**config.mk**
```make
export PLATFORM = sky130hd
export DESIGN_NAME = fetch_align_buffer_flat
export DESIGN_NICKNAME = d
export VERILOG_FILES = /design/src/rtl/fetch_align_buffer_if.sv /design/src/rtl/fetch_align_buffer.sv /design/src/flat_wrapper.sv
export SDC_FILE = /design/constraint.sdc
export NUM_CORES = 1
export LEC_CHECK = 0
export BUFFER_PORTS_ARGS = -buffer_cell sky130_fd_sc_hd__buf_2
export CAP_MARGIN = 20
export CORE_MARGIN = 10
export CORE_UTILIZATION = 49
export DETAILED_ROUTE_END_ITERATION = 7
export HOLD_SLACK_MARGIN = 0.15
export PLACE_DENSITY = 0.81
export SYNTH_ARGS = -nofsm -noshare
export SYNTH_HDL_FRONTEND = slang
export SYNTH_SLANG_ARGS = --single-unit
```
**constraint.sdc**
```tcl
create_clock -name clk -period 2.08 [get_ports clk]
set_clock_uncertainty 0.05 [all_clocks]
set_input_delay 0 -clock clk [delete_from_list [all_inputs] [get_ports clk]]
set_output_delay 0 -clock clk [all_outputs]
set_load 0.02 [all_outputs]
```
**src/rtl/fetch_align_buffer_if.sv**
```systemverilog
// Handshake bundle between memory, the fetch align buffer and decode.
// slave is the buffer's own view; master is the driving side.
interface fetch_align_buffer_if;
  logic        in_valid;
  logic        in_ready;
  logic [31:0] in_word;
  logic        out_valid;
  logic        out_ready;
  logic [31:0] out_instr;
  logic [31:0] out_pc;
  logic        out_is_c;
  logic        redirect;
  logic [31:0] redirect_pc;

  modport slave (
    input  in_valid, in_word, out_ready,
    input  redirect, redirect_pc,
    output in_ready, out_valid, out_instr,
    output out_pc, out_is_c
  );

  modport master (
    output in_valid, in_word, out_ready,
    output redirect, redirect_pc,
    input  in_ready, out_valid, out_instr,
    input  out_pc, out_is_c
  );
endinterface

```
**src/rtl/fetch_align_buffer.sv**
```systemverilog
// Halfword FIFO realigning memory words into RV32I(MC) instructions.
// FETCH_COMPRESSED_EN enables 16-bit instruction support.
module fetch_align_buffer #(
  parameter logic [31:0] RESET_PC = 32'h0000_0000,
  parameter int          HW_DEPTH = 4
) (
  input logic clk,
  input logic nrst,
  fetch_align_buffer_if.slave bus
);
  localparam int PW = $clog2(HW_DEPTH);
  localparam int CW = PW + 1;

  logic [15:0]   mem_q [HW_DEPTH];
  logic [CW-1:0] cnt_q, cnt_d;
  logic [PW-1:0] rd_q, rd_d;
  logic [PW-1:0] wr_q, wr_d;
  logic [31:0]   pc_q, pc_d;
  logic          skip_q, skip_d;

  logic          we0, we1;
  logic [PW-1:0] wa0, wa1;
  logic [15:0]   wd0, wd1;
  logic [15:0]   head, nxt;
  logic          is_c, valid, push, pop;
  logic [CW-1:0] n_push, n_pop;
  logic [31:0]   rpc_al;
  logic          rskip;

  function automatic logic [PW-1:0] wrap(
    input logic [PW-1:0] p,
    input logic [1:0]    k
  );
    int s;
    s = int'(p) + int'(k);
    if (s >= HW_DEPTH) s = s - HW_DEPTH;
    return PW'(s);
  endfunction

  assign head = mem_q[rd_q];
  assign nxt  = mem_q[wrap(rd_q, 2'd1)];

`ifdef FETCH_COMPRESSED_EN
  logic unused_rpc;
  assign unused_rpc = bus.redirect_pc[0];
  assign is_c   = head[1:0] != 2'b11;
  assign rpc_al = {bus.redirect_pc[31:1], 1'b0};
  assign rskip  = bus.redirect_pc[1];
`else
  logic [1:0] unused_rpc;
  assign unused_rpc = bus.redirect_pc[1:0];
  assign is_c   = 1'b0;
  assign rpc_al = {bus.redirect_pc[31:2], 2'b00};
  assign rskip  = 1'b0;
`endif

  assign valid = is_c ? (cnt_q >= CW'(1))
                      : (cnt_q >= CW'(2));
  assign bus.in_ready = cnt_q <= CW'(HW_DEPTH - 2);
  assign push = bus.in_valid && bus.in_ready;
  assign pop  = valid && bus.out_ready;

  assign bus.out_valid = valid;
  assign bus.out_is_c  = valid && is_c;
  assign bus.out_pc    = pc_q;
  assign bus.out_instr = !valid ? 32'h0 :
                         is_c   ? {16'h0, head} :
                                  {nxt, head};

  always_comb begin
    cnt_d  = cnt_q;
    rd_d   = rd_q;
    wr_d   = wr_q;
    pc_d   = pc_q;
    skip_d = skip_q;
    we0    = 1'b0;
    we1    = 1'b0;
    wa0    = wr_q;
    wa1    = wrap(wr_q, 2'd1);
    wd0    = bus.in_word[15:0];
    wd1    = bus.in_word[31:16];
    n_push = '0;
    n_pop  = '0;
    if (bus.redirect) begin
      cnt_d  = '0;
      rd_d   = '0;
      wr_d   = '0;
      pc_d   = rpc_al;
      skip_d = rskip;
    end else begin
      unique case (1'b1)
        push && skip_q: begin
          we0    = 1'b1;
          wd0    = bus.in_word[31:16];
          wr_d   = wrap(wr_q, 2'd1);
          skip_d = 1'b0;
          n_push = CW'(1);
        end
        push && !skip_q: begin
          we0    = 1'b1;
          we1    = 1'b1;
          wr_d   = wrap(wr_q, 2'd2);
          n_push = CW'(2);
        end
        default: ;
      endcase
      if (pop) begin
        rd_d  = wrap(rd_q, is_c ? 2'd1 : 2'd2);
        pc_d  = pc_q + (is_c ? 32'd2 : 32'd4);
        n_pop = is_c ? CW'(1) : CW'(2);
      end
      cnt_d = cnt_q + n_push - n_pop;
    end
  end

  always_ff @(posedge clk or negedge nrst) begin
    if (!nrst) begin
      cnt_q  <= '0;
      rd_q   <= '0;
      wr_q   <= '0;
      pc_q   <= RESET_PC;
      skip_q <= 1'b0;
    end else begin
      cnt_q  <= cnt_d;
      rd_q   <= rd_d;
      wr_q   <= wr_d;
      pc_q   <= pc_d;
      skip_q <= skip_d;
    end
  end

  always_ff @(posedge clk or negedge nrst) begin
    if (!nrst) begin
      for (int i = 0; i < HW_DEPTH; i++)
        mem_q[i] <= '0;
    end else begin
      if (we0) mem_q[wa0] <= wd0;
      if (we1) mem_q[wa1] <= wd1;
    end
  end
endmodule

```
**src/flat_wrapper.sv**
```systemverilog
// flat-port wrapper written by rule: the top's interface ports become plain ports
module fetch_align_buffer_flat 
#(
  parameter logic [31:0] RESET_PC = 32'h0000_0000,
  parameter int          HW_DEPTH = 4
)
  (clk, nrst, bus_in_valid, bus_in_word, bus_out_ready, bus_redirect, bus_redirect_pc, bus_in_ready, bus_out_valid, bus_out_instr, bus_out_pc, bus_out_is_c);
  fetch_align_buffer_if bus_i ();
  input logic clk;
  input logic nrst;
  input wire logic [$bits(bus_i.in_valid)-1:0] bus_in_valid;
  input wire logic [$bits(bus_i.in_word)-1:0] bus_in_word;
  input wire logic [$bits(bus_i.out_ready)-1:0] bus_out_ready;
  input wire logic [$bits(bus_i.redirect)-1:0] bus_redirect;
  input wire logic [$bits(bus_i.redirect_pc)-1:0] bus_redirect_pc;
  output wire logic [$bits(bus_i.in_ready)-1:0] bus_in_ready;
  output wire logic [$bits(bus_i.out_valid)-1:0] bus_out_valid;
  output wire logic [$bits(bus_i.out_instr)-1:0] bus_out_instr;
  output wire logic [$bits(bus_i.out_pc)-1:0] bus_out_pc;
  output wire logic [$bits(bus_i.out_is_c)-1:0] bus_out_is_c;
  assign bus_i.in_valid = bus_in_valid;
  assign bus_i.in_word = bus_in_word;
  assign bus_i.out_ready = bus_out_ready;
  assign bus_i.redirect = bus_redirect;
  assign bus_i.redirect_pc = bus_redirect_pc;
  assign bus_in_ready = bus_i.in_ready;
  assign bus_out_valid = bus_i.out_valid;
  assign bus_out_instr = bus_i.out_instr;
  assign bus_out_pc = bus_i.out_pc;
  assign bus_out_is_c = bus_i.out_is_c;
  fetch_align_buffer #(.RESET_PC(RESET_PC), .HW_DEPTH(HW_DEPTH)) u_core (.clk(clk), .nrst(nrst), .bus(bus_i));
endmodule
```
==> flow_metrics.tcl <==
set metrics [dict create \
    clk_latency_ns 0.34 \
    postSynthAreaPerCell_um2 9.28 \
    htreeDepth 3 \
    synth_area_mm2 0.00560 \
    numCtsBuffers 9 \
    drv_cap 0 \
    core_mm2 0.0110 \
    whs_ns 0.191 \
    first_iter_violations 531 \
    period_share_pct 102 \
    required_ns 2.29 \
    relSlewSlack_pct 56.5 \
    post_drt_wl_per_cell_um 18.1 \
    cts_root_buffer "clkbuf_16" \
    violations "negative setup slack" \
    area_growth_pct 36.4 \
    synth_cells 603 \
    cts_tree "built" \
    antenna_found_initial 1 \
    postLayoutSetupSlackWorst_ns -0.0330 \
    clk_pin_slew_ns 0.07 \
    fin_crit_ns 2.11 \
    dr.pass1.iters 5 \
    r2r_slack_ns -0.03 \
    min_path_type "primary input to asynchronous set/reset pin" \
    p_clk_share_pct 20.0 \
    seqCellArea_mm2 0.00248 \
    critPathLaunchType "register" \
    tightest_slew_ns 0.652 \
    critPathLaunch "u_core.bus.out_pc[3]" \
    status "finished with violations" \
    p_comb_share_pct 42.1 \
    gp_congestion 0.875 \
    initial_core_util_pct 50.7 \
    synth_area_leaders "dfrtp_1 (44%), mux2i_1 (17%), o21ai_0 (7.2%)" \
    cts.sinks 99 \
    grt_pass1_wl_um 28400 \
    power_frac_seq_pct 37.9 \
    yosysUniqueCellTypes 41 \
    track_usage_pct 21.0 \
    drive_above_1_share_pct 24.4 \
    hold_violations 0 \
    die-height_um 127 \
    yosysSeqAreaShare_pct 44.3 \
    crit_fanout 7 \
    p_leak_nw 3.19 \
    grt_max_degree 53 \
    dpl.hpwl_um 10800 \
    cp.arrival_ns 2.32 \
    crit_type "register to register" \
    nFillCells 816 \
    synth-warning-count 0 \
    place_ws_ns -0.0182 \
    p_sw_mw 3.18 \
    timing.rr.end "u_core.bus.out_pc[18]" \
    timing.rr.start "u_core.bus.out_pc[3]" \
    clock_path_buffers 2 \
    ys_ff_latch 99 \
    drc 0 \
    setup_viol 2 \
    p_sw_share_pct 39.2 \
    fp-row-count 38 \
    reg2regPathDepth 6 \
    grt_pass1_vias 5696 \
    final_antenna_net_count 0 \
    yosysTopAreaCell "dfrtp_1" \
    dieArea_mm2 0.0161 \
    vias_per_cell 5.74 \
    max-vdd-ir-drop_v 0.000837 \
    multi_input_area_mm2 0.00291 \
    end_kind "register" \
    p_per_area_mw_per_mm2 1070 \
    synth_top_area_share_pct 44.3 \
    power.internal_mw 4.95 \
    boundaryPins 136 \
    final_nets 884 \
    vias 5457 \
    drt-total-wl_um 17200 \
    max_freq_mhz 473 \
    rsz0062_at_grt "yes" \
    maxSlewViolCount 0 \
    die_w_um 127 \
    tns_ns -0.0384 \
    grt_overflow 0 \
    port_buffers 130 \
]
[power groups by stage]
stage	sequential, mW	combinational, mW	clock (mW)
after floorplan	3.08	2.09	0
after global placement	3.04	3.20	0
after detailed placement	3.09	3.30	0
after CTS	3.07	3.42	1.66
after global routing	3.17	3.80	1.73
final	3.08	3.42	1.63
[critical path, cell delays in order (launching register included)]
cell	delay, ns
dfrtp_2	0.39
ha_4	0.15
o211ai_1	0.10
or4_4	0.52
buf_6	0.16
or4_4	0.50
a31oi_1	0.16
[layout by cell type, fill, tap and decap left out, drive strengths merged, types with 10 or more instances in the layout]
cell type	n
nor2	54
buf	170
nand4	10
dlygate4sd3	66
mux2i	97
clkbuf	14
inv	10
nand2	89
o21ai	81
nand3	10
o31ai	11
ha	10
a31oi	16
and2	10
dfrtp	99
[cells in the mapped netlist]
library cell and number:
a211oi_1 1, a21oi_1 1, a221o_1 1, a22oi_1 1
a311o_1 1, a31oi_1 16, and2_0 2, and2_1 8
and4_1 2, buf_1 1, buf_2 6, buf_4 8
clkbuf_1 32, conb_1 1, dfrtp_1 99, ha_1 10
inv_1 9, mux2i_1 97, nand2_1 89, nand3_1 10
nand4_1 9, nand4_4 1, nand4b_1 1, nor2_1 54
nor2b_1 1, nor3_1 3, nor3b_1 2, nor4_1 5
o2111a_1 1, o211a_1 1, o211ai_1 3, o21ai_0 80
o21ai_1 1, o31ai_1 11, o41ai_1 3, or2_2 2
or3_1 6, or4_1 9, or4b_1 2, xnor2_1 5
xor2_1 8
[flip-flops by register name (all words and copies together) (netlist names)]
signal	count
u_core.mem_q	64
u_core.rd_q	1
u_core.cnt_q	2
u_core.bus.out_pc	30
u_core.wa0	2
[per-layer routing]
layer | global-route usage, % | routed length, um
met1 | 23.8 | 6720
met4 | 6.63 | 337
met5 | 0 | 0
met3 | 6.66 | 1540
met2 | 36.8 | 8580
[worst max-delay path by stage]
stage / endpoint / cells past startpoint
after CTS: u_core.bus.out_pc[18] / 6
after global routing: u_core.bus.out_pc[18] / 6
final: u_core.bus.out_pc[18] / 6
after detailed placement: u_core.bus.out_pc[18] / 6
after global placement: u_core.bus.out_pc[18] / 6
after floorplan: u_core.bus.out_pc[28] / 7
[what timing repair did]
action	in CTS	in global routing
pin swaps	0	5
setup endpoints to repair	3	9
hold buffers	66	0
cloned	0	1
hold endpoints to repair	198	0
buffers inserted	2	1
gates resized for setup	1	3
[logic make-up (layout without fill, tap and decap cells)]
kind of cell    count (synthesis)  in the layout  share of synthesized area (%)
simple gates                  206            206                           17.1
compound gates                121            121                           12.5
flops                          99             99                           44.3
mux                            97             97                           17.4
buf+inv                        56            261                           4.43
xor+xnor                       13             13                           2.03
fa+ha+maj                      10             10                           2.24
other cells                     1              4                         0.0670
[per-stage QoR]
stage	util, %	power [mW]	cells	cell area, um^2
3_5_place_dp	60.2	6.39	864	6640
4_1_cts	69.0	8.15	948	7610
2_1_floorplan	-	5.17	605	5620
5_1_grt	69.2	8.70	951	7630
3_3_place_gp	60.2	6.25	864	6640
6_report	69.2	8.13	951	7630
[final cells by class]
cell class	instances	area share [%]
diodes	1	0.0328
clock buffers	14	3.59
clock inverters	2	0.229
inverters	9	0.443
multi-input cells	450	38.1
flip-flops and latches	99	32.6
well taps	140	2.29
repair buffers	236	22.8
Power figures use the tool's default switching activity.
